File: src/rtl/adc_capture_ctrl.sv
// ADC capture sequencer: arms on command, waits for a trigger edge, forwards cfg_len samples as one AXIS packet.
// Optional forced trigger after AUTO_SAMPLES discarded samples when ADC_CAP_AUTOTRIG_EN is defined.
module adc_capture_ctrl #(
    parameter int DATA_W       = 8,
    parameter int LEN_W        = 16,
    parameter int AUTO_SAMPLES = 65535
) (
    input  logic              axis_aclk,
    input  logic              axis_aresetn,
    input  logic              cfg_arm,
    input  logic              cfg_abort,
    input  logic [LEN_W-1:0]  cfg_len,
    input  logic              cfg_trig_sel,
    input  logic              cfg_trig_fall,
    input  logic [1:0]        trig_in,
    input  logic              s_axis_tvalid,
    output logic              s_axis_tready,
    input  logic [DATA_W-1:0] s_axis_tdata,
    output logic              m_axis_tvalid,
    input  logic              m_axis_tready,
    output logic [DATA_W-1:0] m_axis_tdata,
    output logic              m_axis_tlast,
    output logic              busy,
    output logic              done,
    output logic              overflow,
    output logic              auto_trig
);

    typedef enum logic [1:0] {IDLE, ARMED, CAPTURE, DONE} state_t;
    state_t state, state_nxt;

    logic [1:0]       sync0, sync1, prev, rise_q, fall_q;
    logic [LEN_W-1:0] len_q, cnt;
    logic             sel_q, fall_sel_q, aborting;
    logic             trig_hit, arm_ok, drain, room, take, auto_fire;

    assign s_axis_tready = 1'b1;
    assign busy     = (state == ARMED) || (state == CAPTURE) || m_axis_tvalid;
    assign trig_hit = fall_sel_q ? fall_q[sel_q] : rise_q[sel_q];
    assign arm_ok   = cfg_arm && !cfg_abort && (cfg_len != '0) && (state == IDLE || state == DONE);
    assign drain    = m_axis_tvalid && m_axis_tready;
    assign room     = !m_axis_tvalid || m_axis_tready;
    // Once all len samples are in, later samples are simply discarded rather than counted as drops.
    assign take     = (state == CAPTURE) && !aborting && !cfg_abort && s_axis_tvalid && (cnt != len_q);

`ifdef ADC_CAP_AUTOTRIG_EN
    localparam int AW = $clog2(AUTO_SAMPLES + 1);
    logic [AW-1:0] auto_cnt;
    logic          auto_q;

    assign auto_fire = (state == ARMED) && !cfg_abort && s_axis_tvalid &&
                       (auto_cnt == AW'(AUTO_SAMPLES - 1));
    assign auto_trig = auto_q;

    always_ff @(posedge axis_aclk) begin
        if (!axis_aresetn) begin
            auto_cnt <= '0;
            auto_q   <= 1'b0;
        end else if (arm_ok) begin
            auto_cnt <= '0;
            auto_q   <= 1'b0;
        end else begin
            if (state == ARMED && s_axis_tvalid)
                auto_cnt <= auto_cnt + 1'b1;
            if (auto_fire && !trig_hit)
                auto_q <= 1'b1;
        end
    end
`else
    assign auto_fire = 1'b0;
    assign auto_trig = 1'b0;
`endif

    // 2-FF synchronizer, then a previous-value register; edges are registered so they land 3 cycles after the pin.
    always_ff @(posedge axis_aclk) begin
        if (!axis_aresetn) begin
            sync0  <= '0;
            sync1  <= '0;
            prev   <= '0;
            rise_q <= '0;
            fall_q <= '0;
        end else begin
            sync0  <= trig_in;
            sync1  <= sync0;
            prev   <= sync1;
            rise_q <= sync1 & ~prev;
            fall_q <= ~sync1 & prev;
        end
    end

    always_ff @(posedge axis_aclk) begin
        if (!axis_aresetn) state <= IDLE;
        else               state <= state_nxt;
    end

    always_comb begin
        state_nxt = state;
        case (state)
            IDLE, DONE: begin
                if (cfg_abort)   state_nxt = IDLE;
                else if (arm_ok) state_nxt = ARMED;
            end
            ARMED: begin
                if (cfg_abort)                  state_nxt = IDLE;
                else if (trig_hit || auto_fire) state_nxt = CAPTURE;
            end
            CAPTURE: begin
                if (aborting) begin
                    if (drain) state_nxt = IDLE;
                end else if (cfg_abort) begin
                    if (room) state_nxt = IDLE;
                end else if (drain && m_axis_tlast) begin
                    state_nxt = DONE;
                end
            end
            default: state_nxt = IDLE;
        endcase
    end

    always_ff @(posedge axis_aclk) begin
        if (!axis_aresetn) begin
            m_axis_tvalid <= 1'b0;
            m_axis_tdata  <= '0;
            m_axis_tlast  <= 1'b0;
            cnt           <= '0;
            len_q         <= '0;
            sel_q         <= 1'b0;
            fall_sel_q    <= 1'b0;
            done          <= 1'b0;
            overflow      <= 1'b0;
            aborting      <= 1'b0;
        end else begin
            if (arm_ok) begin
                len_q      <= cfg_len;
                sel_q      <= cfg_trig_sel;
                fall_sel_q <= cfg_trig_fall;
                cnt        <= '0;
                done       <= 1'b0;
                overflow   <= 1'b0;
            end
            if (cfg_abort)
                done <= 1'b0;

            if (take && room) begin
                m_axis_tvalid <= 1'b1;
                m_axis_tdata  <= s_axis_tdata;
                m_axis_tlast  <= (cnt == len_q - 1'b1);
                cnt           <= cnt + 1'b1;
            end else if (drain) begin
                m_axis_tvalid <= 1'b0;
            end
            if (take && !room)
                overflow <= 1'b1;

            // Abort with a stalled beat: close the packet on that beat and wait for the sink.
            if (state == CAPTURE && !aborting && cfg_abort && m_axis_tvalid && !m_axis_tready) begin
                aborting     <= 1'b1;
                m_axis_tlast <= 1'b1;
            end
            if (aborting && drain)
                aborting <= 1'b0;
            if (state == CAPTURE && !aborting && !cfg_abort && drain && m_axis_tlast)
                done <= 1'b1;
        end
    end

endmodule

File: config.mk
export PLATFORM = sky130hd
export DESIGN_NAME = adc_capture_ctrl
export DESIGN_NICKNAME = d
export VERILOG_FILES = /design/src/rtl/adc_capture_ctrl.sv
export SDC_FILE = /design/constraint.sdc
export NUM_CORES = 1
export LEC_CHECK = 0
export ABC_AREA = 1
export CAP_MARGIN = 20
export CORE_UTILIZATION = 30
export CTS_CLUSTER_SIZE = 25
export DETAILED_ROUTE_END_ITERATION = 7
export PLACE_DENSITY = 0.52
export SLEW_MARGIN = 20
export SYNTH_ARGS = -nofsm -noshare
export SYNTH_HDL_FRONTEND = slang
export SYNTH_SLANG_ARGS = --single-unit
File: constraint.sdc
create_clock -name axis_aclk -period 4.75 [get_ports axis_aclk]
set_input_delay 1.1875 -clock axis_aclk [delete_from_list [all_inputs] [get_ports axis_aclk]]
set_output_delay 1.1875 -clock axis_aclk [all_outputs]
set_load 0.005 [all_outputs]
Word-level counts from Yosys, hierarchy flattened:

Index checks and enable logic that the tools add are counted.

* add/sub/neg operators: 2
* $mul: 0
* div/mod/pow operators: 0
* $lt $le $gt $ge: 1
* equal/unequal tests: 10
* shifts and indexed selects: 0
* multiplexer cells: 25
* bitwise logic cells: 5
* reductions and logical operators: 36

Operators with widths (count)
* 2-to-1 mux 16 bit: 2
* 2-to-1 mux 2 bit: 9
* logical AND 1 bit: 17
* adder 16 x 1 -> 16 bit, second input constant: 1
* == test 16 bit: 1
* != test 16 bit: 1
* nonzero test 16 bit: 1
* subtractor 16 x 1 -> 16 bit, second input constant: 1
* 2-to-1 mux 1 bit: 13
* != test 3 bit, second input constant: 3
* nonzero test 2 bit: 4
* one-hot mux 2 bit (3 select lines): 1
* logical NOT 1 bit: 5
* AND reduction 5 bit: 1
* bitwise AND 2 bit: 2
* == test 2 bit, second input constant: 2
* logical OR 1 bit: 4
* != test 4 x 3 -> 1 bit, second input constant: 1
* != test 4 bit, second input constant: 1
* NOT 2 bit: 2
* OR reduction 2 bit: 2
* nonzero test 3 bit: 1
* == test 2 x 1 -> 1 bit, second input constant: 1
* logical NOT 2 bit: 1
* other kinds (2): 2

* register bits after elaboration: 59
* bits in latches: 0
* RAM bits: 0
* memory bits (read-only): 0
* input port bits: 34
* output and inout port bits: 15
* memories kept: 0

Logic depth before layout (Yosys ltp):

Gate-level depths: netlist (run 1).

* depth in word-level cells: 8
* depth in mapped cells: 14
* gate-level depth less buffers: 14

Least setup slack after synthesis (run 1):

OpenSTA, ideal clock, no wires.

* path type: input -> register
* start: input port cfg_len[2]
* end: register len_q[11]
* setup time: 0.128 ns
* arrival time: 2.177 ns
* required time: 4.622 ns
* slack: 2.444 ns
* cell stages on the path: 6
* path buffers: 1
* cells stage by stage: nor2_1 > nand4_1 > or2_2 > nand2_1 > clkbuf_1 > a21oi_1

* word-level cells in the longest chain between the ends: 3

Ends and longest elaborated chain
* start, declared: line 12 `input logic [LEN_W-1:0] cfg_len,`
* nonzero test 16 bit: line 40 `assign arm_ok = cfg_arm && !cfg_abort && (cfg_len != '0) && (state == IDLE || state == DONE);`
* logical AND 1 bit (2 in a row): line 40
* end signal, assigned: line 134 `len_q <= cfg_len;`
* end, declared: line 33 `logic [LEN_W-1:0] len_q, cnt;`

Every way passes these cells.
A chain may end at the register's enable or synchronous reset.

Final worst setup path (run 1):

* start: input port cfg_len[6]
* end: register cnt[11]

* word-level cells in the longest chain between the ends: 4

Ends and longest elaborated chain
* nonzero test 16 bit: line 40
* logical AND 1 bit (2 in a row): line 40
* nonzero test 2 bit (no line)
* end signal, assigned: line 148 `cnt <= cnt + 1'b1;`
* end, declared: line 33

Every way passes these cells.

==> metrics, run 1 <==
VDD IR-drop max 0.181 mV; clk_lat worst skew 0.34 ns; worst-case reg-to-reg path depth 12; R2R Setup Slk 2.57 ns; number of antenna violations at the first check in global routing 0; post-DR vias/cell 4.59; Ys Warns 0; CTS sink count 59; clock slew at reported path FFs 0.07 ns; CTS Hold Bufs 0; Max FO, Critical Path 28; sequential share of the synthesized area 0.357; core footprint 10500 µm²; WP data required 5.01 ns; Post-synth EDFFs 0; Rows 37; Min-Delay Path Depth 2; Mapped Nets 574; full die area 11500 µm²; synth-to-layout area growth 23.3%; total of max-cap violations 0; headroom to the max-slew limit 0.656; CTS tree done; clock buffer depth 2; biggest area consumer among synthesized cells dfxtp_1; clock skew 0.00918 ns; Total GRT Usage 0.166; nets 617; ratio of cells with drive above 1 in the final layout 0.0428; Final Setup Violations 0; # diodes 0; WL per Instance 12.4 µm; unrepaired setup endpoints after global routing no; total gr overflow 0; Routed Wire Length 8920 µm; Clock Root Buffer clkbuf_8; slew of the pin with the lowest slew margin 0.515 ns; top-count cell post-synth nand2_1; Mapped Avg Cell Area 6.18 µm²; post_cts resized 0; status finished, final reports clean; Initial DRC Count 173; Crit Path Category input pin to flip-flop; RR Startpoint cnt[4]; chip height 107 µm; Static Leak 0.00171 µW; post-CTS setup buffers 0; Chip Width 107 µm; hold path start sync0[0]; cts bufs inserted 9; final RePlAce weighted congestion 0.891; period utilization 0.614; Synth cell types 27; CP startpoint kind input pin; Placed Area 3850 µm²; number of fill cells 1159; worst reg2reg endpoint cnt[0]; FMAX 343 MHz; PortBufs 46; Yosys reg bits 59; vias in the first global route 3158; via count 3304; Synth area leaders dfxtp_1 (36%), nand2_1 (20%), a21oi_1 (7.7%); io pins 49; Hold Path Class flip-flop to flip-flop; ANT nets after route 0; hpwl dp 6590 µm; Post-synth top cells nand2_1 (176), nor2_1 (68), inv_1 (63); Final Hold Fails 0; Setup TNS 0 ns; CP Capture Type flip-flop; largest net degree at the start of global routing 31; Pwr Density 314 nW/µm²; Mapped Cells 536; Hold Path End sync1[0]; H-tree levels 3; multi-input logic area 1770 µm²; area share of the largest cell type after synthesis 0.357; Main synth FF type dfxtp_1; drt drc 0; Worst Path Arrival 3.18 ns; design area 4080 µm²; Period minus WS final 2.92 ns; Initial Util 0.315; Final Max Slew Viols 0; ys async rst share 0; FF+latch area 1180 µm²; global-route wire length before repair 15000 µm; drt pass-1 iters 4; Synth Cell Area 3310 µm²
==> how the worst max path moves through the flow <==
stage / start / endpoint / cells after the start
final: cfg_len[6] / cnt[11] / 8
after global routing: cfg_len[7] / cnt[14] / 8
after CTS: cfg_len[6] / cnt[11] / 8
after detailed placement: cfg_len[6] / cnt[11] / 8
after global placement: cfg_len[6] / len_q[12] / 8
after floorplan: cfg_len[2] / len_q[11] / 6
==> layout make-up <==
| cell class | count | share of cell area |
|---|---|---|
| clock inverters | 4 | 0.0178 |
| inverters | 66 | 0.0607 |
| well taps | 136 | 0.0417 |
| flip-flops and latches | 59 | 0.289 |
| repair buffers | 50 | 0.120 |
| multi-input cells | 393 | 0.432 |
| clock buffers | 12 | 0.0380 |
==> power breakdown <==
part           switching, µW  total (µW)  internal, µW
clock network            206         530           323
registers               14.3         527           513
logic                    134         224          89.8
total                    355        1280           926
==> placed cells by master, fill, tap and decap left out, types with 11 or more instances in the layout <==
cell type,netlist,routed
a21oi_1,51,51
clkbuf_8,0,11
clkdlybuf4s50_1,0,46
dfxtp_1,59,59
inv_1,63,63
nand2_1,176,176
nand3_1,31,31
nor2_1,68,68
o21ai_0,25,25
==> routing by layer <==
metal,vias to the layer above,track usage,share of wire
met5,-,0,0
met4,0,0.0607,0.014
met3,11,0.0274,0.034
met2,61,0.267,0.45
met1,1467,0.223,0.50
li1,1765,-,-
==> kinds of logic (layout without fill, tap and decap cells) <==
group | Yosys count | in the layout | synth area share
adder cells (fa/ha/maj) | 4 | 4 | 0.0151
flip-flops | 59 | 59 | 0.357
AO/OA/AOI/OAI | 78 | 78 | 0.119
AND/OR/NAND/NOR | 298 | 298 | 0.368
XOR/XNOR | 11 | 11 | 0.0291
other | 2 | 2 | 0.00227
buffers and inverters | 84 | 132 | 0.110
==> stage by stage <==
| step | hold slack, ns | total power [µW] | utilization | setup WS, ns | cells |
|---|---|---|---|---|---|
| 3_3_place_gp | 0.393 | 762 | 0.367 | 1.51 | 704 |
| 6_report | 0.406 | 1280 | 0.388 | 1.83 | 720 |
| 3_5_place_dp | 0.400 | 763 | 0.367 | 1.48 | 704 |
| 4_1_cts | 0.411 | 1290 | 0.388 | 1.83 | 720 |
| 5_1_grt | 0.429 | 1360 | 0.388 | 1.69 | 720 |
| 2_1_floorplan | 0.389 | 688 | - | 2.44 | 536 |
==> worst max-delay path: stages <==
cell	delay, ns
clkdlybuf4s50_1	0.45
nor2_1	0.17
nand4_1	0.14
or2_2	0.35
nand2_1	0.23
buf_4	0.36
nand3_1	0.11
a21oi_1	0.16
==> state kept, by name (all words and copies together), names as in the netlist <==
signal and flops:
aborting 1, cnt 16, done 1, fall_q 2, fall_sel_q 1, len_q 16, m_axis_tdata 8, m_axis_tlast 1
m_axis_tvalid 1, overflow 1, prev 2, rise_q 2, sel_q 1, state 2, sync0 2, sync1 2
Note: power is estimated with default switching activity, not from simulation.
==> run 2: changes to the inputs <==
==> constraint.sdc (replaced) <==
create_clock -name axis_aclk -period 2.92 [get_ports axis_aclk]
set_input_delay 0.73 -clock axis_aclk [delete_from_list [all_inputs] [get_ports axis_aclk]]
set_output_delay 0.73 -clock axis_aclk [all_outputs]
set_load 0.005 [all_outputs]
==> run 2 against run 1 <==
Compared with the run above:
- register-to-register slack got worse by 1.7 ns
- sequential share of layout area rose by 0.17 points
- critical endpoint is now busy
- non-clock buffer count rose by 3
- sequential cell count did not move
- utilization fell by 0.23 points
- combinational power rose by 66%
- worst hold slack improved by 0.0015 ns
- routed wire length rose by 0.41%
- critical path type is now flip-flop to primary output
- clock power rose by 33%
- via count rose by 1.2%
- clock skew fell by 0.0030 ns
==> metrics, run 2 (same netlist as run 1, synthesis figures left out) <==
worst-path cell chain inv_1 > ha_1 > nand2_1 > clkdlybuf4s50_1 (was clkdlybuf4s50_1 > nor2_1 > nand4_1 > or2_2 > nand2_1 > buf_4 > nand3_1 > a21oi_1); Crit Path Category flip-flop to primary output (was input pin to flip-flop); final RePlAce weighted congestion 0.831 (was 0.891); cts bufs inserted 9 (unchanged); vias in the first global route 3144 (was 3158); Pwr Density 477 nW/µm² (was 314 nW/µm²); clk_lat worst skew 0.33 ns (was 0.34 ns); ANT nets after route 0 (unchanged); io pins 49 (unchanged); Final Hold Fails 0 (unchanged); ratio of cells with drive above 1 in the final layout 0.0478 (was 0.0428); # diodes 0 (unchanged); Critical path buffers and inverters 2 (unchanged); full die area 11500 µm² (unchanged); Largest regs cnt (16), len_q (16), m_axis_tdata (8) (unchanged); CP startpoint kind flip-flop (was input pin); Initial Util 0.315 (unchanged); Initial DRC Count 162 (was 173); CTS Hold Bufs 0 (unchanged); status finished, final reports clean (unchanged); Rows 37 (unchanged); H-tree levels 3 (unchanged); Final Max Slew Viols 0 (unchanged); post-DR vias/cell 4.63 (was 4.59); Chip Width 107 µm (unchanged); number of antenna violations at the first check in global routing 0 (unchanged); Hold Path Class flip-flop to flip-flop (unchanged); via count 3345 (was 3304); Max FO, Critical Path 3 (was 28); WL per Instance 12.4 µm (about the same); VDD IR-drop max 0.228 mV (was 0.181 mV); drt pass-1 iters 4 (unchanged); clock skew 0.00617 ns (was 0.00918 ns); drt drc 0 (unchanged); Total GRT Usage 0.167 (was 0.166); largest net degree at the start of global routing 29 (was 31); FMAX 426 MHz; DP Cell Count 707 (was 704); Crit-path slowest cell clkdlybuf4s50_1 (unchanged); Period minus WS final 2.35 ns; CP Capture Type primary output (was flip-flop); slew of the pin with the lowest slew margin 0.519 ns (was 0.515 ns); CTS tree done (unchanged); core footprint 10500 µm² (unchanged); synth-to-layout area growth 22.6% (was 23.3%); WP data required 2.19 ns (was 5.01 ns); Final Setup Violations 0 (unchanged); period utilization 0.805; CTS sink count 59 (unchanged); global-route wire length before repair 15000 µm (unchanged); most frequent cells in the layout nand2_1 (176), nor2_1 (68), inv_1 (63) (unchanged); non-filler cells, final 722 (was 720); post-CTS setup buffers 0 (unchanged); hpwl dp 6800 µm (was 6590 µm); nets 620 (was 617); unrepaired setup endpoints after global routing no (unchanged); Static Leak 0.00171 µW (about the same); commonest non-fill, non-tap cell in the layout nand2_1 (unchanged); CP peak stage delay 0.49 ns (was 0.45 ns); Routed Wire Length 8960 µm (was 8920 µm); Worst Path Arrival 1.62 ns (was 3.18 ns); total of max-cap violations 0 (unchanged); total gr overflow 0 (unchanged); headroom to the max-slew limit 0.653 (was 0.656); CP delay by family, top buffers and inverters (was simple AND/OR/NAND/NOR gates); PortBufs 46 (unchanged); post_cts resized 0 (unchanged); Clock Root Buffer clkbuf_8 (unchanged); Setup TNS 0 ns (unchanged); clock slew at reported path FFs 0.06 ns (was 0.07 ns); WHS 0.407 ns (was 0.406 ns); clock buffer depth 2 (unchanged); chip height 107 µm (unchanged)
## run 2: cell count changes in the layout (fill, tap and decap cells not counted), sizes merged
cell and delta:
clkbuf -3, clkinv +3, bufinv -1, buf +3
## run 2: per-layer routing
metal | global-route usage | share of wire
met3 | 0.0365 | 0.038
met4 | 0.0382 | 0.0042
met1 | 0.224 | 0.50
met5 | 0 | 0
met2 | 0.273 | 0.45
## run 2: metrics by stage
stage	utilization	area (µm²)	setup WS (ns)	power, µW
after CTS	0.386	4060	0.544	1970
after detailed placement	0.369	3880	0.278	1250
after floorplan	-	3310	1.07	1120
final	0.386	4060	0.570	1940
after global routing	0.386	4060	0.475	2060
after global placement	0.369	3880	0.293	1240
## run 2: final timing paths
path         cells past startpoint     start  slack (ns)           end
max reg2reg                     12  len_q[0]        0.89  m_axis_tlast
max                              4  state[0]        0.57          busy
min                              1  sync1[0]        0.41     fall_q[0]
min reg2reg                      1  sync1[0]        0.41     fall_q[0]
## run 2: report_power, final
part / switching [µW] / internal (µW) / leakage [µW]
Sequential: 24.3 / 834 / 0.000480
Clock: 323 / 383 / 0.0000946
Combinational: 223 / 149 / 0.00113
Total: 570 / 1370 / 0.00171
## run 2: final cells by class
class / count / area, µm²
clock buffers: 9 / 124
clock inverters: 6 / 57.6
fillers: 1147 / 6450
inverters: 66 / 248
multi-input cells: 393 / 1770
flip-flops and latches: 59 / 1180
well taps: 136 / 170
repair buffers: 53 / 513
## run 2: worst reg2reg max path, delay by kind of cell, from the launching register on
| family | cells | cell delay [ns] |
|---|---|---|
| AOI/OAI and AO/OA | 1 | 0.13 |
| adders and majority gates | 1 | 0.25 |
| buffers and inverters | 1 | 0.16 |
| DFF | 1 | 0.33 |
| and+or+nand+nor | 9 | 1.08 |
